==> config.mk <==
export PLATFORM = sky130hd
export DESIGN_NAME = pu_riscv_apb4_slave_mux
export DESIGN_NICKNAME = d
export VERILOG_FILES = /design/src/rtl/pu_riscv_apb4_slave_mux.sv
export SDC_FILE = /design/constraint.sdc
export NUM_CORES = 1
export LEC_CHECK = 0
export CAP_MARGIN = 20
export CORE_AREA = 2 2 123 125
export CTS_BUF_LIST = sky130_fd_sc_hd__clkbuf_2
export CTS_CLUSTER_SIZE = 10
export DETAILED_ROUTE_END_ITERATION = 10
export DIE_AREA = 0 0 125 127
export SLEW_MARGIN = 15
export SYNTH_ARGS = -nofsm -noshare
export SYNTH_HDL_FRONTEND = slang
export SYNTH_SLANG_ARGS = --single-unit
==> constraint.sdc <==
create_clock -name PCLK -period 8 [get_ports PCLK]
set_input_delay 2.4 -clock PCLK [delete_from_list [all_inputs] [get_ports PCLK]]
set_output_delay 2.4 -clock PCLK [all_outputs]
set_load 0.02 [all_outputs]
==> src/rtl/pu_riscv_apb4_slave_mux.sv <==
// APB4 decoder/multiplexer: one master to SLAVES base/mask-decoded slaves, with
// unmapped-address errors, a PREADY watchdog and sticky error capture.
// Optional privileged-slave check is enabled by defining APB_PROT_CHECK_EN.
module pu_riscv_apb4_slave_mux #(
  parameter int unsigned                    PADDR_SIZE     = 16,
  parameter int unsigned                    PDATA_SIZE     = 32,
  parameter int unsigned                    SLAVES         = 4,
  parameter logic [SLAVES*PADDR_SIZE-1:0]   SLV_ADDR       = {16'h8000, 16'h0800, 16'h0400, 16'h0000},
  parameter logic [SLAVES*PADDR_SIZE-1:0]   SLV_MASK       = {16'h8000, 16'hFC00, 16'hFC00, 16'hFC00},
  parameter int unsigned                    TIMEOUT_CYCLES = 256,
  parameter logic [SLAVES-1:0]              SLV_PRIV       = '0
) (
  input  logic                         PCLK,
  input  logic                         PRESET,

  input  logic                         PSEL,
  input  logic                         PENABLE,
  input  logic                         PWRITE,
  input  logic [2:0]                   PPROT,
  input  logic [PADDR_SIZE-1:0]        PADDR,
  input  logic [PDATA_SIZE/8-1:0]      PSTRB,
  input  logic [PDATA_SIZE-1:0]        PWDATA,
  output logic [PDATA_SIZE-1:0]        PRDATA,
  output logic                         PREADY,
  output logic                         PSLVERR,

  output logic [SLAVES-1:0]            SLV_PSEL,
  output logic [SLAVES-1:0]            SLV_PENABLE,
  output logic [PADDR_SIZE-1:0]        SLV_PADDR,
  output logic                         SLV_PWRITE,
  output logic [2:0]                   SLV_PPROT,
  output logic [PDATA_SIZE/8-1:0]      SLV_PSTRB,
  output logic [PDATA_SIZE-1:0]        SLV_PWDATA,
  input  logic [SLAVES*PDATA_SIZE-1:0] SLV_PRDATA,
  input  logic [SLAVES-1:0]            SLV_PREADY,
  input  logic [SLAVES-1:0]            SLV_PSLVERR,

  output logic                         err_valid_o,
  output logic [1:0]                   err_cause_o,
  output logic [PADDR_SIZE-1:0]        err_addr_o,
  input  logic                         err_clr_i
);

  localparam int unsigned SEL_W = (SLAVES > 1) ? $clog2(SLAVES) : 1;
  localparam int unsigned CNT_W = (TIMEOUT_CYCLES == 0) ? 1 : $clog2(TIMEOUT_CYCLES + 1);
  localparam logic [CNT_W-1:0] CNT_LAST = CNT_W'(TIMEOUT_CYCLES - 1);
  localparam logic [CNT_W-1:0] CNT_MAX  = '1;
  localparam bit WDOG_EN = (TIMEOUT_CYCLES != 0);

`ifdef APB_PROT_CHECK_EN
  localparam bit PROT_EN = 1'b1;
`else
  localparam bit PROT_EN = 1'b0;
`endif

  localparam logic [1:0] CAUSE_UNMAPPED = 2'b01;
  localparam logic [1:0] CAUSE_PROT     = 2'b10;
  localparam logic [1:0] CAUSE_TIMEOUT  = 2'b11;

  typedef enum logic [1:0] {
    ST_IDLE   = 2'd0,
    ST_ACCESS = 2'd1,
    ST_ERRACC = 2'd2,
    ST_ABORT  = 2'd3
  } state_t;

  state_t                state_q, state_d;
  logic [SEL_W-1:0]      sel_q, sel_d;
  logic [CNT_W-1:0]      cnt_q, cnt_d;
  logic [1:0]            pend_cause_q, pend_cause_d;
  logic                  err_valid_q, err_valid_d;
  logic [1:0]            err_cause_q, err_cause_d;
  logic [PADDR_SIZE-1:0] err_addr_q, err_addr_d;

  logic [SLAVES-1:0]     hit_oh;
  logic [SEL_W-1:0]      hit_idx;
  logic                  any_hit;
  logic                  prot_fault;
  logic                  fwd;
  logic                  setup;
  logic                  sel_rdy;
  logic                  sel_err;
  logic [PDATA_SIZE-1:0] sel_rdata;
  logic                  err_new;
  logic [1:0]            err_new_cause;

  // Address decode, lowest matching index wins
  always_comb begin
    hit_oh  = '0;
    hit_idx = '0;
    any_hit = 1'b0;
    for (int i = 0; i < int'(SLAVES); i++) begin
      if (!any_hit &&
          (((PADDR ^ SLV_ADDR[i*PADDR_SIZE +: PADDR_SIZE]) &
            SLV_MASK[i*PADDR_SIZE +: PADDR_SIZE]) == '0)) begin
        any_hit    = 1'b1;
        hit_idx    = SEL_W'(i);
        hit_oh[i]  = 1'b1;
      end
    end
  end

  assign setup      = PSEL & ~PENABLE;
  assign prot_fault = PROT_EN & ~PPROT[0] & (|(hit_oh & SLV_PRIV));
  assign fwd        = any_hit & ~prot_fault;

  assign sel_rdy   = SLV_PREADY[sel_q];
  assign sel_err   = SLV_PSLVERR[sel_q];
  assign sel_rdata = SLV_PRDATA[sel_q*PDATA_SIZE +: PDATA_SIZE];

  // Next-state and error-capture logic
  always_comb begin
    state_d       = state_q;
    sel_d         = sel_q;
    cnt_d         = cnt_q;
    pend_cause_d  = pend_cause_q;
    err_new       = 1'b0;
    err_new_cause = CAUSE_UNMAPPED;

    case (state_q)
      ST_IDLE: begin
        if (setup) begin
          if (fwd) begin
            sel_d   = hit_idx;
            cnt_d   = '0;
            state_d = ST_ACCESS;
          end else begin
            pend_cause_d = prot_fault ? CAUSE_PROT : CAUSE_UNMAPPED;
            state_d      = ST_ERRACC;
          end
        end
      end
      ST_ACCESS: begin
        if (!PSEL) begin
          cnt_d   = '0;
          state_d = ST_IDLE;
        end else if (sel_rdy) begin
          state_d = ST_IDLE;
        end else begin
          if (WDOG_EN && (cnt_q == CNT_LAST)) state_d = ST_ABORT;
          if (cnt_q != CNT_MAX) cnt_d = cnt_q + CNT_W'(1);
        end
      end
      ST_ERRACC: begin
        err_new       = PSEL & PENABLE;
        err_new_cause = pend_cause_q;
        state_d       = ST_IDLE;
      end
      ST_ABORT: begin
        err_new       = 1'b1;
        err_new_cause = CAUSE_TIMEOUT;
        state_d       = ST_IDLE;
      end
      default: state_d = ST_IDLE;
    endcase

    err_valid_d = err_valid_q;
    err_cause_d = err_cause_q;
    err_addr_d  = err_addr_q;
    // A new error beats a simultaneous clear; otherwise the first error sticks
    if (err_new && (!err_valid_q || err_clr_i)) begin
      err_valid_d = 1'b1;
      err_cause_d = err_new_cause;
      err_addr_d  = PADDR;
    end else if (err_clr_i) begin
      err_valid_d = 1'b0;
      err_cause_d = '0;
      err_addr_d  = '0;
    end
  end

  always_ff @(posedge PCLK or posedge PRESET) begin
    if (PRESET) begin
      state_q      <= ST_IDLE;
      sel_q        <= '0;
      cnt_q        <= '0;
      pend_cause_q <= CAUSE_UNMAPPED;
      err_valid_q  <= 1'b0;
      err_cause_q  <= '0;
      err_addr_q   <= '0;
    end else begin
      state_q      <= state_d;
      sel_q        <= sel_d;
      cnt_q        <= cnt_d;
      pend_cause_q <= pend_cause_d;
      err_valid_q  <= err_valid_d;
      err_cause_q  <= err_cause_d;
      err_addr_q   <= err_addr_d;
    end
  end

  // Slave select/enable and master response mux
  always_comb begin
    SLV_PSEL    = '0;
    SLV_PENABLE = '0;
    PREADY      = 1'b1;
    PSLVERR     = 1'b0;
    PRDATA      = '0;

    case (state_q)
      ST_IDLE: begin
        if (setup && fwd && !PRESET) SLV_PSEL = hit_oh;
      end
      ST_ACCESS: begin
        SLV_PSEL[sel_q]    = PSEL;
        SLV_PENABLE[sel_q] = PENABLE;
        PREADY             = sel_rdy;
        PSLVERR            = sel_err;
        PRDATA             = sel_rdata;
      end
      ST_ERRACC: begin
        PSLVERR = PENABLE;
      end
      ST_ABORT: begin
        PSLVERR = 1'b1;
      end
      default: ;
    endcase
  end

  assign SLV_PADDR  = PADDR;
  assign SLV_PWRITE = PWRITE;
  assign SLV_PPROT  = PPROT;
  assign SLV_PSTRB  = PSTRB;
  assign SLV_PWDATA = PWDATA;

  assign err_valid_o = err_valid_q;
  assign err_cause_o = err_cause_q;
  assign err_addr_o  = err_addr_q;

endmodule

==> impl_metrics.ini <==
[status]
outcome = completed

[clock_network]
clockBufferDepth = 2
cts_root_buf = clkbuf_2
htree_levels = 2
cts_tree = done
ctsHoldBuffers = 0
cts_resized = 0
cts.clk_slew.worst_paths_ns = 0.17
post_cts_buffers = 0
clock-sinks = 31
clk_latency_ns = 0.39
cts_made_buffers = 5

[global_route]
grt_pass1_vias = 3315
grt_overflow = 0
grt_pass1_wl_um = 18500
grt_max_degree = 37
groute.usage.overall = 0.146
grt_antenna_before_repair = 1

[synthesis]
synthTopCellsByCount = buf_4, nand2_1, and2_1, mux4_2, dfrtp_1
synthesis.nets = 532
synth_edf_count = 0
syn_inst = 332
synth.top_cell.area_share = 0.249
synth_cell_type_count = 36
yosys_warnings = 0
ys_seq_area_frac = 0.249
synth_most_common_cell = buf_4
yosys-top-cells-area = dfrtp_1, mux4_2, buf_4, and2_1, nand2_1
synth_ff_type = dfrtp_1
yosysTopAreaCell = dfrtp_1
async_flop_share = 1.00
synth-seq-cells = 31
synth_area_um2 = 3120
synth.avg_cell_area_um2 = 9.38

[route]
dr.pass1.iters = 4
avgRoutedWirePerCell_um = 17.8
drtAntennaViolNets = 0
wirelength_um = 12200
drt-initial-drc-count = 148
vias = 3137
drc_errors = 0
via_per_inst = 4.59

[critical_path]
max_stage_delay_ns = 0.59
arrival_ns = 4.78
crit_type = in2out
cp_data_required_time_ns = 5.60
end_kind = output pin
startpoint_type = primary input
crit_family = buffers and inverters
worstPathCellList = clkdlybuf4s50_1, nand2b_1, nor3_1, nand2_1, nor3_1, a31o_2, clkdlybuf4s50_1
cp_slowest_cell = clkdlybuf4s50_1
critical_path_buf_inv_count = 2
cp_max_fo = 6

[sta]
finalWorstPathRequiredPeriod_ns = 7.18
maxSlewViolCount = 0
clock.fmax_ghz = 0.139
hold_viol = 0
setup_tns_ns = 0
rsz0062_at_grt = false
finalSetupViolCount = 0
fin_crit_sh = 0.897
finClkSkew_ns = 0.0243
tightest_slew_ns = 0.633
relSlewSlack = 0.578

[placed_design]
place_congestion = 0.846
post-dp-hpwl_um = 10100
dpl-instance-area_um2 = 5190
port_buffers = 233
dp.cells = 673

[power]
vdd_drop_max_mv = 0.0549
p_seq_frac = 0.336
internal-power_uw = 354
clockPowerShare = 0.149
power_switching_uw = 176
p_sw_frac = 0.333
p_comb_frac = 0.515
p_per_area_nw_per_um2 = 101
p_leak_uw = 0.00204
power.total_uw = 530

[floorplanning]
floorplan.initialDensity = 0.216
io_pins = 314
die_x_um = 125
fp.dieArea_um2 = 15900
rows = 44
dieHeight_um = 127
fp.coreArea_um2 = 14400

[flow_run]
max_cap_viol_count = 0

[final_layout]
drive_gt1_frac = 0.100
synthToLayoutAreaGrowth_pct = 68.1
fill_cells = 1429
final_nets = 697
final_cells = 683
fin_area_um2 = 5240

[hold_path]
hp-class = reg2reg
power groups by stage:
stage,Sequential [µW],Combinational (µW),Clock (µW)
3_5_place_dp,182,275,0
3_3_place_gp,181,273,0
6_report,178,273,78.8
2_1_floorplan,178,172,0
4_1_cts,179,277,80.6
5_1_grt,181,292,89.7
registers in the layout (all words and copies together), names as in the netlist:
| register | count |
|---|---|
| err_addr_o | 16 |
| cnt_q | 9 |
| err_cause_o | 2 |
| sel_q | 2 |
| state_q | 2 |
per-layer routing:
metal / routed length, µm / vias to the layer above / part of all wire / GRT usage
met5: 0 / - / 0 / 0
met4: 226 / 0 / 0.019 / 0.0379
met3: 908 / 18 / 0.075 / 0.0377
met2: 6140 / 184 / 0.50 / 0.265
met1: 4910 / 1488 / 0.40 / 0.172
li1: - / 1447 / - / -
through the flow:
stage	setup slack [ns]	hold WS (ns)	util
floorplan	2.08	0.437	-
global placement	0.911	0.456	0.360
detailed placement	0.822	0.467	0.360
CTS	0.812	0.491	0.362
global route	0.634	0.532	0.363
finish	0.823	0.490	0.363
area by class of cell:
class,instances,area [µm²],area share
antenna,1,2.50,0.000478
clock inverter,2,7.51,0.00143
inverter,4,15.0,0.00287
clock buffer,6,30.0,0.00573
tap,184,230,0.0440
timing repair buffer,238,2370,0.453
multi-input combinational,217,1800,0.344
sequential,31,777,0.148
path summary, 6_finish.rpt:
kind / startpoint / to / slack [ns] / depth (start not counted)
max in group asynchronous: PRESET / cnt_q[1] / 5.02 / 3
worst max-delay path: PENABLE / SLV_PSEL[1] / 0.82 / 7
min in group asynchronous: PRESET / sel_q[1] / 2.32 / 2
worst min register to register: cnt_q[7] / cnt_q[7] / 0.49 / 1
worst max register to register: cnt_q[0] / cnt_q[5] / 5.00 / 10
worst min-delay path: cnt_q[7] / cnt_q[7] / 0.49 / 1
cell usage in the layout (no fill, tap or decap), drive strengths merged:
| master | synthesis | layout |
|---|---|---|
| buf | 67 | 5 |
| or2 | 2 | 2 |
| inv | 4 | 4 |
| a31o | 1 | 1 |
| nand3 | 8 | 8 |
| nor3 | 8 | 8 |
| a31oi | 1 | 1 |
| nor2 | 13 | 13 |
| nor4 | 2 | 2 |
| a32oi | 1 | 1 |
| a2111oi | 1 | 1 |
| clkinv | 0 | 2 |
| clkbuf | 13 | 6 |
| or3 | 1 | 1 |
| and3 | 4 | 4 |
| nor2b | 3 | 3 |
| a21o | 1 | 1 |
| a22oi | 1 | 1 |
| o31ai | 4 | 4 |
| a211o | 1 | 1 |
| nand2b | 5 | 5 |
| nand2 | 48 | 48 |
| nor3b | 2 | 2 |
| clkdlybuf4s50 | 0 | 233 |
| o22a | 2 | 2 |
| mux4 | 33 | 33 |
| o41ai | 1 | 1 |
| dfrtp | 31 | 31 |
| ha | 3 | 3 |
| or4 | 1 | 1 |
| a21oi | 5 | 5 |
| and2 | 33 | 33 |
| mux2i | 2 | 2 |
| diode | 0 | 1 |
| o21ai | 14 | 14 |
| nand3b | 16 | 16 |
cell families after synthesis:
kind of cell,Yosys count,share of synthesized area
adders and majority gates,3,0.0120
muxes,35,0.245
and+or+nand+nor,146,0.245
buffers and inverters,84,0.173
DFF,31,0.249
AOI/OAI and AO/OA,33,0.0751
worst register-to-register path: stages (launching register included):
cell	delay [ns]
dfrtp_1	0.45
ha_1	0.26
and3_1	0.21
and3_1	0.20
and3_1	0.21
ha_1	0.19
nor2_1	0.09
a22oi_1	0.12
a211o_1	0.46
or2_0	0.38
o41ai_2	0.34
No activity file was read; power rests on OpenSTA's default activity.
==> RTL edit: new RTL, config.mk and constraints unchanged <==
Make the reset (`PRESET`) synchronous in one clocked block.
--- a/src/rtl/pu_riscv_apb4_slave_mux.sv
+++ b/src/rtl/pu_riscv_apb4_slave_mux.sv
@@ -169,7 +169,7 @@
     end
   end
 
-  always_ff @(posedge PCLK or posedge PRESET) begin
+  always_ff @(posedge PCLK) begin
     if (PRESET) begin
       state_q      <= ST_IDLE;
       sel_q        <= '0;
Formal check against the unedited RTL: differs if PRESET is asserted again (counterexample within 4 cycles, from zero or initial values and one cycle with PRESET high); with PRESET held inactive, the same outputs for 4 cycles.
==> RTL edit against the original RTL <==
  * Total power down 12%
  * Register-to-register slack improved by 340 ps
  * Worst setup slack better by 60 ps
  * Sequential power shrank 8%
  * Routed wire length rose by 3.7%
  * Cell area decreased by 1.8%
  * Clock skew decreased by 1.5 ps
  * Synthesized area shrank 4.0%
  * Sequential cell count did not move
  * Die area unchanged
  * Cell count fell by 0.29%
  * Via count shrank 0.45%
  * Critical path type unchanged
==> RTL edit: results (changes against the original RTL) <==
clk_lat worst skew 370 ps (was 390 ps); Post-CTS Setup Bufs 0 (unchanged); largest net degree at the start of global routing 42 (was 37); Post-DP HPWL 10.7 mm (was 10.1 mm); post-synthesis sequential area ratio 0.207 (was 0.249); IO buf count 233 (unchanged); FF-to-FF Start cnt_q[0] (unchanged); vias in the first global route 3,187 (was 3,315); CP arrival 4720 ps (was 4780 ps); Net Count, Synth 529 (was 532); Hold Path Cell Cnt 2 (was 1); cts bufs inserted 5 (unchanged); DR vias/cell 4.59 (about the same); H-tree depth 2 (unchanged); Tot GR Track Use 0.149 (was 0.146); post-CTS sizing 0 (unchanged); Synth top cells by count buf_4, and2_1, mux4_2 (was buf_4, nand2_1, and2_1, mux4_2, dfrtp_1); # fillers 1,433 (was 1,429); first-pass GRT wire length 18.7 mm (was 18.5 mm); CP Max Fanout 7 (was 6); post-route ant nets 0 (unchanged); status finished clean (unchanged); LEAKAGE 0.00173 uW (was 0.00204 uW); Synth async-reset ratio 0 (was 1.00); RR Endpoint cnt_q[2] (was cnt_q[5]); Crit-path slowest cell clkdlybuf4s50_1 (unchanged); Hold Path Origin err_addr_o[15] (was cnt_q[7]); post-route insts no fill 681 (was 683); Worst Tran Pin Value 1020 ps (was 633 ps); Nets 695 (was 697); Initial DRT Pass Iterations 5 (was 4); clk slew on worst S/H paths 180 ps; reg2reg path depth 10 (unchanged); Top delay family on crit path buffers and inverters (unchanged); Synth Warn # 0 (unchanged); Placed Instances 672 (was 673); Hold WC Path Type flop to flop (unchanged); mean routed wirelength per cell 18.6 um (was 17.8 um); syn avg cell area 9.09 sq um (was 9.38 sq um); Hold WS 483 ps (was 490 ps); Hold Path Sink err_addr_o[15] (was cnt_q[7]); post-synthesis cell type count 38 (was 36); r2r setup slk 5340 ps (was 5000 ps); largest cells by area after synthesis mux4_2, dfxtp_1, buf_4 (was dfrtp_1, mux4_2, buf_4); final clock skew 22.9 ps (was 24.3 ps); Post-synth EDFFs 0 (unchanged); clock root cell clkbuf_2 (unchanged); clock tree buffer depth 2 (unchanged); slowest cell delay on critical path 670 ps (was 590 ps); DRT iter0 DRCs 96 (was 148); initial antenna violation count 1 (unchanged); main flop type after synthesis dfxtp_1 (was dfrtp_1); Place WS 876 ps (was 822 ps); share of cells above drive strength 1 0.111 (was 0.100); number of flip-flops in the largest register 16 (unchanged); Routability Congestion 0.895 (was 0.846); Peak VDD IR 0.0000639 V (was 0.0000549 V)
-- RTL edit: cell count changes in the layout (fill, tap and decap cells not counted), sizes merged, moves of 5 or more --
cell    unedited run  this run
o21ai             14         9
dfxtp              0        31
nand3              8        20
dfrtp             31         0
a21oi              5        22
a32o               0         6
nand2             48        27
nor3               8         2
nand3b            16         0
nor2b              3         8
-- RTL edit: cell families (layout without fill, tap and decap cells) --
kind of cell	after synthesis	after routing	synth area share
and+or+nand+nor	124	124	0.222
buffers and inverters	84	251	0.181
AOI/OAI and AO/OA	50	50	0.115
muxes	37	37	0.262
DFF	31	31	0.207
adders and majority gates	3	3	0.0125
other	0	1	0
-- RTL edit: how the worst max path moves through the flow --
| stage | from | end | slack, ps |
|---|---|---|---|
| 2_1_floorplan | PADDR[15] | SLV_PSEL[2] | 1930 |
| 3_3_place_gp | PADDR[15] | SLV_PSEL[2] | 880 |
| 3_5_place_dp | PADDR[15] | SLV_PSEL[2] | 880 |
| 4_1_cts | PADDR[15] | SLV_PSEL[2] | 870 |
| 5_1_grt | PADDR[12] | SLV_PSEL[2] | 780 |
| 6_report | PADDR[15] | SLV_PSEL[2] | 880 |
-- RTL edit: per-layer routing --
layer | GRT usage | routed length (um) | part of all wire | up-vias
met4 | 0.0320 | 172 | 0.014 | 0
met2 | 0.293 | 6870 | 0.54 | 164
met1 | 0.154 | 4590 | 0.36 | 1472
li1 | - | - | - | 1465
met5 | 0 | 0 | 0 | -
met3 | 0.0482 | 1010 | 0.080 | 22
-- RTL edit: tightest hold or removal path: cells and delay by family, from the launching register on --
family             cells  cell delay (ps)
AOI/OAI and AO/OA      1               50
and+or+nand+nor        1               60
DFF                    1              350
-- RTL edit: report_power, final --
group	switching, uW	total, uW	leakage [uW]	internal [uW]
Clock	56.7	108	0.0000404	51.5
Sequential	7.28	164	0.000251	157
Combinational	69.8	196	0.00144	126
-- RTL edit: cell type report --
| class | count | share of cell area |
|---|---|---|
| repair buffers | 239 | 0.462 |
| well taps | 184 | 0.0447 |
| diodes | 1 | 0.000486 |
| clock inverters | 3 | 0.00754 |
| flip-flops and latches | 31 | 0.121 |
| clock buffers | 5 | 0.00486 |
| multi-input cells | 214 | 0.356 |
| inverters | 4 | 0.00292 |
-- RTL edit: through the flow --
step / power, uW / instance area [sq um]
6_report: 468 / 5140
5_1_grt: 492 / 5140
4_1_cts: 476 / 5140
3_5_place_dp: 365 / 5080
3_3_place_gp: 363 / 5080
2_1_floorplan: 280 / 2990
